[src/rtl/lsu_pkg.sv]
// Shared encodings and big-endian lane helpers for the load/store data port.
package lsu_pkg;

  localparam logic [1:0] SZ_BYTE = 2'd0;
  localparam logic [1:0] SZ_HALF = 2'd1;
  localparam logic [1:0] SZ_WORD = 2'd2;

  typedef enum logic [2:0] {
    ST_IDLE,
    ST_RD,
    ST_CAP,
    ST_WR,
    ST_RESP
  } lsu_state_e;

  // Byte offset 0 is the most significant byte of the word.
  function automatic logic [31:0] lane_extract(input logic [31:0] word,
                                               input logic [1:0]  off,
                                               input logic [1:0]  size,
                                               input logic        sgn);
    logic signed [7:0]  b;
    logic signed [15:0] h;
    logic [31:0]        r;
    case (off)
      2'd0:    b = word[31:24];
      2'd1:    b = word[23:16];
      2'd2:    b = word[15:8];
      default: b = word[7:0];
    endcase
    h = off[1] ? word[15:0] : word[31:16];
    case (size)
      SZ_BYTE: r = sgn ? 32'(b) : {24'd0, b};
      SZ_HALF: r = sgn ? 32'(h) : {16'd0, h};
      default: r = word;
    endcase
    return r;
  endfunction

  function automatic logic [31:0] lane_merge(input logic [31:0] word,
                                             input logic [31:0] wdata,
                                             input logic [1:0]  off,
                                             input logic [1:0]  size);
    logic [31:0] r;
    r = word;
    case (size)
      SZ_BYTE: begin
        case (off)
          2'd0:    r[31:24] = wdata[7:0];
          2'd1:    r[23:16] = wdata[7:0];
          2'd2:    r[15:8]  = wdata[7:0];
          default: r[7:0]   = wdata[7:0];
        endcase
      end
      SZ_HALF: begin
        if (off[1]) r[15:0]  = wdata[15:0];
        else        r[31:16] = wdata[15:0];
      end
      default: r = wdata;
    endcase
    return r;
  endfunction

endpackage

[src/rtl/lsu_lane_align.sv]
// Combinational lane extract (loads) and lane merge (sub-word stores).
module lsu_lane_align
  import lsu_pkg::*;
(
  input  logic [31:0] word_i,
  input  logic [31:0] wdata_i,
  input  logic [1:0]  off_i,
  input  logic [1:0]  size_i,
  input  logic        signed_i,
  output logic [31:0] rdata_o,
  output logic [31:0] merged_o
);

  assign rdata_o  = lane_extract(word_i, off_i, size_i, signed_i);
  assign merged_o = lane_merge(word_i, wdata_i, off_i, size_i);

endmodule

[src/rtl/lsu_data_port.sv]
// Load/store unit driving the big-endian word data port of the unified memory.
// Optional performance counters are built when LSU_PERF_CNT_EN is defined.
module lsu_data_port
  import lsu_pkg::*;
#(
  parameter int unsigned MEM_BYTES = 65536
) (
  input  logic        mem_Clk,
  input  logic        mem_Rst_n,
  input  logic        req_valid,
  output logic        req_ready,
  input  logic        req_write,
  input  logic [1:0]  req_size,
  input  logic        req_signed,
  input  logic [31:0] req_addr,
  input  logic [31:0] req_wdata,
  output logic        resp_valid,
  output logic [31:0] resp_rdata,
  output logic        resp_fault,
  output logic [31:0] data_memory_a,
  output logic        data_memory_read,
  output logic        data_memory_write,
  output logic [31:0] data_memory_out_v,
  input  logic [31:0] data_memory_in_v
`ifdef LSU_PERF_CNT_EN
  ,
  output logic [15:0] perf_loads,
  output logic [15:0] perf_stores,
  output logic [15:0] perf_faults
`endif
);

  lsu_state_e  state_q, state_d;
  logic [31:0] addr_q, wdata_q;
  logic [1:0]  size_q;
  logic        write_q, signed_q, fault_q;
  logic [31:0] rdata_q, mem_a_q, out_q;
  logic [31:0] aligned_c, lane_rdata, lane_merged;
  logic        accept, fault_c;

  assign accept    = req_valid && (state_q == ST_IDLE);
  assign aligned_c = {req_addr[31:2], 2'b00};

  // Range check in 33 bits so addresses near 2^32 cannot wrap past the limit.
  always_comb begin
    fault_c = 1'b0;
    if (req_size == 2'd3)                          fault_c = 1'b1;
    if (req_size == SZ_HALF && req_addr[0])        fault_c = 1'b1;
    if (req_size == SZ_WORD && req_addr[1:0] != 2'b00) fault_c = 1'b1;
    if (({1'b0, aligned_c} + 33'd3) >= 33'(MEM_BYTES)) fault_c = 1'b1;
  end

  always_ff @(posedge mem_Clk) begin
    if (!mem_Rst_n) state_q <= ST_IDLE;
    else            state_q <= state_d;
  end

  always_comb begin
    state_d = state_q;
    case (state_q)
      ST_IDLE: begin
        if (accept) begin
          if (fault_c)                             state_d = ST_RESP;
          else if (req_write && req_size == SZ_WORD) state_d = ST_WR;
          else                                     state_d = ST_RD;
        end
      end
      ST_RD:   state_d = ST_CAP;
      ST_CAP:  state_d = write_q ? ST_WR : ST_RESP;
      ST_WR:   state_d = ST_RESP;
      ST_RESP: state_d = ST_IDLE;
      default: state_d = ST_IDLE;
    endcase
  end

  always_ff @(posedge mem_Clk) begin
    if (accept) begin
      addr_q   <= req_addr;
      size_q   <= req_size;
      write_q  <= req_write;
      signed_q <= req_signed;
      wdata_q  <= req_wdata;
      fault_q  <= fault_c;
    end
  end

  lsu_lane_align u_align (
    .word_i   (data_memory_in_v),
    .wdata_i  (wdata_q),
    .off_i    (addr_q[1:0]),
    .size_i   (size_q),
    .signed_i (signed_q),
    .rdata_o  (lane_rdata),
    .merged_o (lane_merged)
  );

  // Faulting requests leave the memory address and store word untouched.
  always_ff @(posedge mem_Clk) begin
    if (!mem_Rst_n) begin
      rdata_q <= 32'd0;
      mem_a_q <= 32'd0;
      out_q   <= 32'd0;
    end else begin
      if (accept) begin
        rdata_q <= 32'd0;
        if (!fault_c) mem_a_q <= aligned_c;
        if (!fault_c && req_write && req_size == SZ_WORD) out_q <= req_wdata;
      end
      if (state_q == ST_CAP) begin
        if (write_q) out_q   <= lane_merged;
        else         rdata_q <= lane_rdata;
      end
    end
  end

  assign req_ready         = (state_q == ST_IDLE);
  assign resp_valid        = (state_q == ST_RESP);
  assign resp_fault        = (state_q == ST_RESP) && fault_q;
  assign resp_rdata        = rdata_q;
  assign data_memory_a     = mem_a_q;
  assign data_memory_read  = (state_q == ST_RD) || (state_q == ST_CAP);
  assign data_memory_write = (state_q == ST_WR);
  assign data_memory_out_v = out_q;

`ifdef LSU_PERF_CNT_EN
  logic [15:0] perf_loads_q, perf_stores_q, perf_faults_q;

  always_ff @(posedge mem_Clk) begin
    if (!mem_Rst_n) begin
      perf_loads_q  <= 16'd0;
      perf_stores_q <= 16'd0;
      perf_faults_q <= 16'd0;
    end else if (state_q == ST_RESP) begin
      if (fault_q) begin
        if (perf_faults_q != 16'hFFFF) perf_faults_q <= perf_faults_q + 16'd1;
      end else if (write_q) begin
        if (perf_stores_q != 16'hFFFF) perf_stores_q <= perf_stores_q + 16'd1;
      end else begin
        if (perf_loads_q != 16'hFFFF) perf_loads_q <= perf_loads_q + 16'd1;
      end
    end
  end

  assign perf_loads  = perf_loads_q;
  assign perf_stores = perf_stores_q;
  assign perf_faults = perf_faults_q;
`endif

endmodule

[config.mk]
export PLATFORM = sky130hd
export DESIGN_NAME = lsu_data_port
export DESIGN_NICKNAME = d
export VERILOG_FILES = /design/src/rtl/lsu_pkg.sv /design/src/rtl/lsu_lane_align.sv /design/src/rtl/lsu_data_port.sv
export SDC_FILE = /design/constraint.sdc
export NUM_CORES = 1
export LEC_CHECK = 0
export ABC_AREA = 1
export ABC_CLOCK_PERIOD_IN_PS = 3200
export BUFFER_PORTS_ARGS = -buffer_cell sky130_fd_sc_hd__buf_4
export CORE_MARGIN = 2
export CORE_UTILIZATION = 47
export DETAILED_ROUTE_END_ITERATION = 12
export GPL_ROUTABILITY_DRIVEN = 0
export PLACE_DENSITY = 0.87
export SLEW_MARGIN = 20
export SYNTH_ARGS = -nofsm -noshare
export SYNTH_HDL_FRONTEND = slang
export SYNTH_SLANG_ARGS = --single-unit
[constraint.sdc]
create_clock -name mem_Clk -period 3.2 [get_ports mem_Clk]
set_input_delay 0.64 -clock mem_Clk [delete_from_list [all_inputs] [get_ports mem_Clk]]
set_output_delay 0.64 -clock mem_Clk [all_outputs]
set_load 0.05 [all_outputs]
## Yosys cells after proc, flatten, opt, wreduce, memory -nomap -nowiden

Cells that the tools add are included.

| storage, ports and cells | value |
|---|---|
| bits in registers | 136 |
| input port bits | 103 |
| output and inout port bits | 101 |
| word-level logic and storage cells | 67 |

| cells by class | value |
|---|---|
| $add $sub $neg | 1 |
| magnitude comparators | 1 |
| equal/unequal tests | 11 |
| muxes and demuxes | 28 |
| bitwise operators | 1 |
| reduce and logical (&&, ||, !) cells | 15 |

Operator list:

| cell | count |
|---|---|
| $mux W32 | 9 |
| $pmux W32 S2 | 2 |
| $mux W16 | 3 |
| $add A32 B2 Y33 const B | 1 |
| $ge A33 B17 Y1 const B | 1 |
| $mux W8 | 4 |
| $pmux W8 S3 | 1 |
| $pmux W3 S4 | 1 |
| $mux W3 | 3 |
| $logic_and A1 B1 Y1 | 7 |
| $eq A2 B1 Y1 const B | 3 |
| $eq A2 B2 Y1 const B | 3 |
| $eq A3 B2 Y1 const B | 2 |
| $logic_not A2 Y1 | 2 |
| $mux W1 | 4 |
| $eq A3 B1 Y1 const B | 1 |
| $eq A3 B3 Y1 const B | 1 |
| $logic_not A3 Y1 | 1 |
| $reduce_or A3 Y1 | 1 |
| $mux W2 | 1 |
| $ne A2 B1 Y1 const B | 1 |
| $reduce_and A2 Y1 | 1 |
| $reduce_bool A2 Y1 | 1 |
| $logic_not A1 Y1 | 1 |
| 2 further kinds | 2 |

## Depth between registers and ports, before layout

Gate-level depths: netlist of run 1.

| logic depth | value |
|---|---|
| word-level depth | 12 |
| depth in mapped cells | 14 |
| mapped depth without buffers | 13 |

## Hierarchy

A second synthesis of run 1 with hierarchy kept.

| unflattened totals | value |
|---|---|
| cells, all modules | 991 |
| area, all modules | 7038.0 µm² |

By module, submodules not included:

| module | instances | cells an instance | area each (µm²) | seq. area each (µm²) |
|---|---|---|---|---|
| lsu_data_port | 1 | 629 | 5328.9 | 3113.0 |
| lsu_lane_align | 1 | 362 | 1709.1 | 0.0 |

## Worst setup path after synthesis of run 1

Ideal clock, no wire load.

| timing path | value |
|---|---|
| path type | input port to flip-flop |
| start | in req_valid |
| end | reg rdata_q[16] (netlist: resp_rdata[16]) |
| setup time | 0.109 ns |
| arrival time | 3.277 ns |
| data required time | 3.091 ns |
| path slack | -0.186 ns |
| stages | 9 |
| path buffers | 2 |
| path through | clkbuf_1 -> inv_1 -> nor2_1 -> inv_2 -> buf_2 -> nand2_1 -> a21oi_1 -> nand2_1 -> inv_1 |

| between the ends | value |
|---|---|
| word-level cells in the longest chain between the ends | 4 |

RTL lines:

| element | RTL line | text |
|---|---|---|
| start: declaration | lsu_data_port.sv:10 | `input logic req_valid,` |
| $logic_and A1 B1 Y1 * | lsu_data_port.sv:41 | `assign accept = req_valid && (state_q == ST_IDLE);` |
| net accept | lsu_data_port.sv:39 | `logic accept, fault_c;` |
| $mux W32 * | lsu_data_port.sv:104 | `if (accept) begin` |
| $mux W32 | lsu_data_port.sv:110 | `if (write_q) out_q <= lane_merged;` |
| $mux W32 * | lsu_data_port.sv:109 | `if (state_q == ST_CAP) begin` |
| end signal: assignment | lsu_data_port.sv:111 | `else rdata_q <= lane_rdata;` |
| end: declaration | lsu_data_port.sv:37 | `logic [31:0] rdata_q, mem_a_q, out_q;` |

The timed path passes the listed nets; every way through them passes the cells marked *.
A chain may end at the register's enable or synchronous reset.

## Worst setup path in the final report of run 1

| timing path | value |
|---|---|
| start | reg size_q[1] |
| end | reg out_q[9] (netlist: data_memory_out_v[9]) |

| between the ends | value |
|---|---|
| word-level cells in the longest chain between the ends | 4 |
| elaborated cells between the ends (all ways) | 5 |
| those cells by class | 1 x eq/ne; 3 x mux; 1 x reduce/logical |

RTL lines:

| element | RTL line | text |
|---|---|---|
| start: declaration | lsu_data_port.sv:35 | `logic [1:0] size_q;` |
| start signal: assignment | lsu_data_port.sv:79 | `size_q <= req_size;` |
| $eq A2 B1 Y1 or $logic_not A2 Y1 (tied branches) | lsu_pkg.sv:45 | `case (size)` |
| $pmux W32 S2 * | lsu_pkg.sv:45 |  |
| $mux W32 * | lsu_data_port.sv:110 |  |
| $mux W32 * | lsu_data_port.sv:109 |  |
| end signal: assignment | lsu_data_port.sv:107 | `if (!fault_c && req_write && req_size == SZ_WORD) out_q <= req_wdata;` |
| end signal: assignment | lsu_data_port.sv:110 |  |
| end: declaration | lsu_data_port.sv:37 |  |

Mark *: on every way between the ends. The rest lies on a longest branch, timed or not.

==> flow_metrics.py, run 1 <==
metrics = {
    "power_and_ir_drop": {
        "cellLeakagePower_nw": 4.46,
        "p_total_w": 0.00427,
        "cellPowerDensity_nw_per_um2": 476,
        "ir_drop_mv": 0.352,
    },
    "route": {
        "drt_iter0_markers": 892,
        "wl_per_cell_um": 16.9,
        "drtPass1Iterations": 6,
        "ant_nets": 0,
        "vias": 7193,
        "routed_wl_um": 21600,
        "drc_errors": 0,
        "vias_per_cell": 5.62,
    },
    "cells_and_area": {
        "final_cell_area_um2": 8970,
        "antennaDiodeCount": 0,
        "nFillCells": 1272,
        "seq_area_um2": 3110,
        "nNetsFinal": 1187,
        "final_common_cell": "nand2_1",
        "syn2layout_area_growth_pct": 31.2,
        "mostFrequentLayoutCells": "212 x nand2_1, 211 x buf_4, 97 x dfxtp_1",
        "drive_gt1_share_pct": 25.9,
        "multi_input_comb_area_um2": 3040,
    },
    "timing": {
        "finalCriticalPeriod_ns": 2.27,
        "tightestPinTransition_ns": 0.965,
        "fmax_ghz": 0.441,
        "rsz0062_at_grt": "no",
        "setup_viol": 0,
        "tns_ns": 0,
        "final-hold-violation-count": 0,
        "relSlewSlack_pct": 35.6,
        "drv_slew": 0,
        "fin_crit_sh_pct": 70.8,
        "clock_skew_ns": 0.0124,
        "hold_ws_ns": 0.397,
    },
    "place": {
        "place_area_um2": 8370,
        "port_buffers": 201,
        "post-dp-hpwl_um": 15400,
    },
    "clocking": {
        "clkLatencyLatePin_ns": 0.43,
        "cts_made_buffers": 17,
        "cts_setup_buffers": 0,
        "clock-root-buffer": "clkbuf_16",
        "cts_resized": 0,
        "cts.sinks": 136,
        "ctsHoldBuffers": 0,
        "cts_tree": "yes",
        "cts_buffer_depth": 2,
        "htreeDepth": 4,
        "clk_pin_slew_ns": 0.06,
    },
    "critical_path": {
        "crit_arrival_ns": 2.63,
        "crit_path_end_kind": "flip-flop",
        "cp_slowest_cell": "edfxtp_1",
        "crit_required_ns": 3.57,
        "worstPathMaxFanout": 43,
        "worstSetupPathType": "flip-flop to flip-flop",
        "critical_path.max_stage_delay_ns": 0.47,
        "path_cells": "buf_4 -> nor2_1 -> inv_1 -> nand2_1 -> inv_1 -> nand2_1 -> a31oi_1 -> nand2_1 -> inv_1",
        "worstSetupStartpointType": "flip-flop",
    },
    "global_route": {
        "grt_use_met2_pct": 41.5,
        "grt_max_degree": 58,
        "busiest_layer": "met2",
        "grt_pass1_wl_um": 33800,
        "antenna_found_initial": 0,
        "met3_usage_pct": 6.31,
        "grt_use_total_pct": 27.2,
        "grt_overflow_total": 0,
        "grt_use_met1_pct": 36.4,
        "grt_pass1_vias": 6548,
    },
    "floorplanning": {
        "die_h_um": 125,
        "row_count": 44,
        "die_w_um": 125,
        "initial_core_util_pct": 47.6,
        "io_pins": 204,
        "fp.dieArea_um2": 15500,
        "coreArea_um2": 14400,
    },
    "synthesis": {
        "async_flop_share_pct": 0,
        "synth_top_flop_cell": "dfxtp_1",
        "synth_cell_types": 40,
        "synth_cells": 914,
        "syn-cell-area_um2": 6840,
        "yosysWarnings": 0,
        "synth_seq_cells": 136,
        "syn_avg_cell_area_um2": 7.48,
        "synth_enable_flop_cells": 39,
        "ys_seq_area_share_pct": 45.5,
    },
    "run": {
        "drv_cap": 0,
    },
    "status": {
        "status": "finished clean",
    },
    "hold_path": {
        "hold_path.class": "primary input to flip-flop",
    },
}
==> area by class of cell <==
cell class	instances	share of cell area [%]
clock inverters	13	1.59
flip-flops and latches	136	34.7
multi-input cells	612	33.9
repair buffers	211	17.6
inverters	106	4.43
well taps	184	2.57
clock buffers	19	5.17
==> worst max-delay path, delay by kind of cell (launching register included) <==
kind                   cells  cell delay [ns]
flip-flops                 1             0.47
buffers and inverters      4             0.97
AND/OR/NAND/NOR            4             0.45
AO/OA/AOI/OAI              1             0.29
==> where the power goes <==
part	total [W]	internal [W]	switching [W]
Sequential	0.00185	0.00181	0.0000320
Combinational	0.000443	0.000156	0.000287
Clock	0.00198	0.00122	0.000766
Total	0.00427	0.00319	0.00108
==> flip-flops by register name, indices dropped and copies added, names as in the netlist <==
signal	count
addr_q	2
data_memory_a	30
data_memory_out_v	32
fault_q	1
resp_rdata	32
signed_q	1
size_q	2
state_q	3
wdata_q	32
write_q	1
==> synthesized netlist by cell type, types with 2 or more instances <==
library cell  instances  area [µm²]
a211oi_1              4        30.0
inv_2                 8        30.0
clkinv_1              2        7.51
nand2_2              17         106
o21ai_1               8        40.0
inv_1                96         360
a31oi_1              19         119
dfxtp_1              97        1940
o21bai_1              3        22.5
a21oi_1              90         450
nand4_1              32         200
buf_4                 8        60.1
nor3_1                3        15.0
a22oi_1               9        67.6
nor2_1               65         244
edfxtp_1             39        1170
o211ai_1              9        67.6
and3_1               16         100
o21ai_2               2        17.5
nor2_2                3        18.8
o21ai_0              53         265
a41oi_1               6        52.6
o221ai_1              9        78.8
clkbuf_1             22        82.6
nand2_1             212         796
nand3_1              37         185
buf_2                27         135
buf_1                 3        11.3
nand2_4               2        22.5
nor2_4                3        33.8
==> kinds of logic after synthesis <==
| group | synth area share (%) |
|---|---|
| simple gates | 26.3 |
| flops | 45.5 |
| buf+inv | 10.3 |
| other cells | 0.0548 |
| compound gates | 17.8 |
==> layer usage <==
| metal | up-vias | part of all wire (%) |
|---|---|---|
| li1 | 3405 | - |
| met1 | 3230 | 40 |
| met2 | 470 | 44 |
| met3 | 88 | 11 |
| met4 | 0 | 4.6 |
| met5 | - | 0 |
==> through the flow <==
stage	setup slack (ns)	utilization, %	cells
2_1_floorplan	0.473	-	915
3_3_place_gp	0.808	58.2	1249
3_5_place_dp	0.711	58.2	1249
4_1_cts	0.982	62.5	1281
5_1_grt	0.838	62.5	1281
6_report	0.935	62.5	1281
==> path summary, 6_finish.rpt <==
path,endpoint,slack [ns],cells past startpoint,start
hold reg to reg,data_memory_a[3]$_SDFFE_PN0P_,0.48,2,data_memory_a[3]$_SDFFE_PN0P_
hold / removal,wdata_q[23]$_DFFE_PP_,0.40,1,req_wdata[23]
setup / recovery,data_memory_out_v[9]$_SDFF_PN0_,0.93,9,size_q[1]$_DFFE_PP_
setup reg to reg,data_memory_out_v[9]$_SDFF_PN0_,0.93,9,size_q[1]$_DFFE_PP_
Power figures use the tool's default switching activity.
==> run 2, diff against run 1 <==
ABC_AREA = 0   (was 1)
ABC_CLOCK_PERIOD_IN_PS = 2200   (was 3200)
CORE_UTILIZATION = 52   (was 47)
PLACE_DENSITY = 0.9   (was 0.87)
clock period = 2.2 ns   (was 3.2 ns; I/O delays follow)
==> flow_metrics.py, run 2 <==
metrics = {
    "synthesis": {
        "syn-cell-area_um2": 6920,
        "syn_avg_cell_area_um2": 9.54,
        "synth_seq_cells": 136,
        "yosysMostFrequentCell": "dfxtp_1",
        "synth_common_cells": "97 x dfxtp_1, 58 x clkbuf_1, 57 x nand2_1",
        "synth_area_leaders": "dfxtp_1 28%, edfxtp_1 17%, mux2i_1 5.2%",
        "ys_seq_area_share_pct": 45.0,
        "yosys.area.top_type_share_pct": 28.0,
        "yosys.area.top_type": "dfxtp_1",
        "synth_enable_flop_cells": 39,
        "synth_cells": 726,
        "synth_cell_types": 60,
        "yosysWarnings": 0,
        "synth_top_flop_cell": "dfxtp_1",
        "async_flop_share_pct": 0,
    },
    "timing": {
        "final-hold-violation-count": 0,
        "finalCriticalPeriod_ns": 2.10,
        "clock_skew_ns": 0.00981,
        "drv_slew": 0,
        "tightestPinTransition_ns": 0.776,
        "fmax_ghz": 0.475,
        "setup_viol": 0,
        "tns_ns": 0,
        "rsz0062_at_grt": "no",
        "relSlewSlack_pct": 47.6,
        "fin_crit_sh_pct": 95.7,
    },
    "critical_path": {
        "worstSetupPathType": "flip-flop to primary output",
        "crit_path_end_kind": "primary output",
        "crit_arrival_ns": 1.66,
        "worstPathMaxFanout": 7,
        "crit_required_ns": 1.76,
        "worstSetupStartpointType": "flip-flop",
    },
    "cells_and_area": {
        "nNetsFinal": 1013,
        "nFillCells": 967,
        "drive_gt1_share_pct": 32.4,
        "antennaDiodeCount": 0,
        "mostFrequentLayoutCells": "238 x buf_4, 97 x dfxtp_1, 57 x nand2_1",
        "syn2layout_area_growth_pct": 34.4,
        "final_common_cell": "buf_4",
    },
    "route": {
        "drc_errors": 0,
        "vias_per_cell": 6.26,
        "ant_nets": 0,
        "wl_per_cell_um": 20.2,
        "vias": 6885,
        "routed_wl_um": 22200,
        "drtPass1Iterations": 6,
        "drt_iter0_markers": 909,
    },
    "clocking": {
        "clock-root-buffer": "clkbuf_16",
        "cts_tree": "yes",
        "cts_made_buffers": 17,
        "cts_buffer_depth": 2,
        "cts.sinks": 136,
        "cts_resized": 0,
        "cts_setup_buffers": 0,
        "htreeDepth": 4,
        "ctsHoldBuffers": 0,
        "clk_pin_slew_ns": 0.06,
        "clkLatencyLatePin_ns": 0.42,
    },
    "global_route": {
        "grt_max_degree": 62,
        "grt_overflow_total": 0,
        "antenna_found_initial": 0,
        "grt_pass1_vias": 6240,
        "grt_use_total_pct": 30.9,
        "grt_pass1_wl_um": 34400,
    },
    "status": {
        "status": "finished clean",
    },
    "floorplanning": {
        "coreArea_um2": 13100,
        "fp.dieArea_um2": 14300,
        "initial_core_util_pct": 52.7,
        "die_h_um": 119,
        "row_count": 42,
        "die_w_um": 119,
        "io_pins": 204,
    },
    "power_and_ir_drop": {
        "cellLeakagePower_nw": 3.95,
        "power_frac_seq_pct": 44.4,
        "comb_power_share_pct": 10.6,
        "cellPowerDensity_nw_per_um2": 648,
        "p_clk_share_pct": 45.1,
        "swShare_pct": 27.1,
        "ir_drop_mv": 0.533,
        "intPower_w": 0.00440,
        "p_total_w": 0.00603,
        "switching_power_w": 0.00164,
    },
    "run": {
        "drv_cap": 0,
    },
    "place": {
        "port_buffers": 201,
        "post-dp-hpwl_um": 15700,
    },
    "hold_path": {
        "hold_path.class": "primary input to flip-flop",
    },
}
[run 2: cell types whose count changed after synthesis, moves of 23 or more]
cell,before,now
nand2_1,212,57
nand3_1,37,5
nor3b_1,1,28
o21a_1,0,23
nor2_1,65,9
inv_1,96,11
a21oi_1,90,50
a211oi_1,4,34
clkbuf_1,22,58
mux2i_1,0,36
[run 2: per-stage QoR]
stage                     utilization, %  instance area, µm²  hold WS, ns  setup WS (ns)  cells
after CTS                           70.8                9300        0.198         0.0973   1099
after global routing                70.8                9300        0.197         0.0119   1099
after floorplan                        -                6990        0.539        0.00557    727
final                               70.8                9300        0.206         0.0955   1099
after detailed placement            66.6                8750        0.458         0.0266   1067
after global placement              66.6                8750        0.445          0.183   1067
[run 2: routing by layer]
metal / track usage [%] / routed length, µm / vias up
li1: - / - / 3142
met1: 41.9 / 8770 / 3211
met2: 48.1 / 10300 / 464
met3: 6.51 / 2350 / 68
met4: 13.2 / 832 / 0
met5: 0 / 0 / -
[run 2: power groups by stage]
stage / clock [W] / combinational (W) / sequential [W]
floorplan: 0 / 0.000338 / 0.00271
global placement: 0 / 0.000610 / 0.00273
detailed placement: 0 / 0.000620 / 0.00273
CTS: 0.00274 / 0.000624 / 0.00267
global route: 0.00284 / 0.000678 / 0.00268
finish: 0.00272 / 0.000638 / 0.00268
[run 2: area by class of cell]
type / count / area, µm² / area share (%)
multi-input combinational: 499 / 3450 / 37.1
sequential: 136 / 3110 / 33.5
timing repair buffer: 244 / 1910 / 20.5
clock buffer: 17 / 425 / 4.57
tap: 176 / 220 / 2.37
clock inverter: 15 / 130 / 1.40
inverter: 12 / 57.6 / 0.619
[run 2: kinds of logic (layout without fill, tap and decap cells)]
logic type,after synthesis,count (layout),share of synthesized area [%]
simple gates,207,207,17.5
flops,136,136,45.0
other cells,1,2,0.0542
compound gates,248,248,25.4
mux,41,41,6.18
buf+inv,92,288,5.80
xor+xnor,1,1,0.127
[run 2: final timing paths]
kind                             startpoint                               to  slack (ns)  cells after the start
max                 state_q[2]$_SDFFE_PN0P_                       resp_fault         0.1                      4
min                               req_write                write_q$_DFFE_PP_        0.21                      1
max reg2reg             addr_q[1]$_DFFE_PP_  data_memory_out_v[4]$_SDFF_PN0_         0.1                      6
min reg2reg  data_memory_a[12]$_SDFFE_PN0P_   data_memory_a[12]$_SDFFE_PN0P_        0.46                      2
[run 2: critical path, cell delays in order (launching register included)]
cell and delay (ns):
dfxtp_1 0.52, inv_1 0.17, nor3_4 0.22, and2_1 0.14, buf_4 0.19
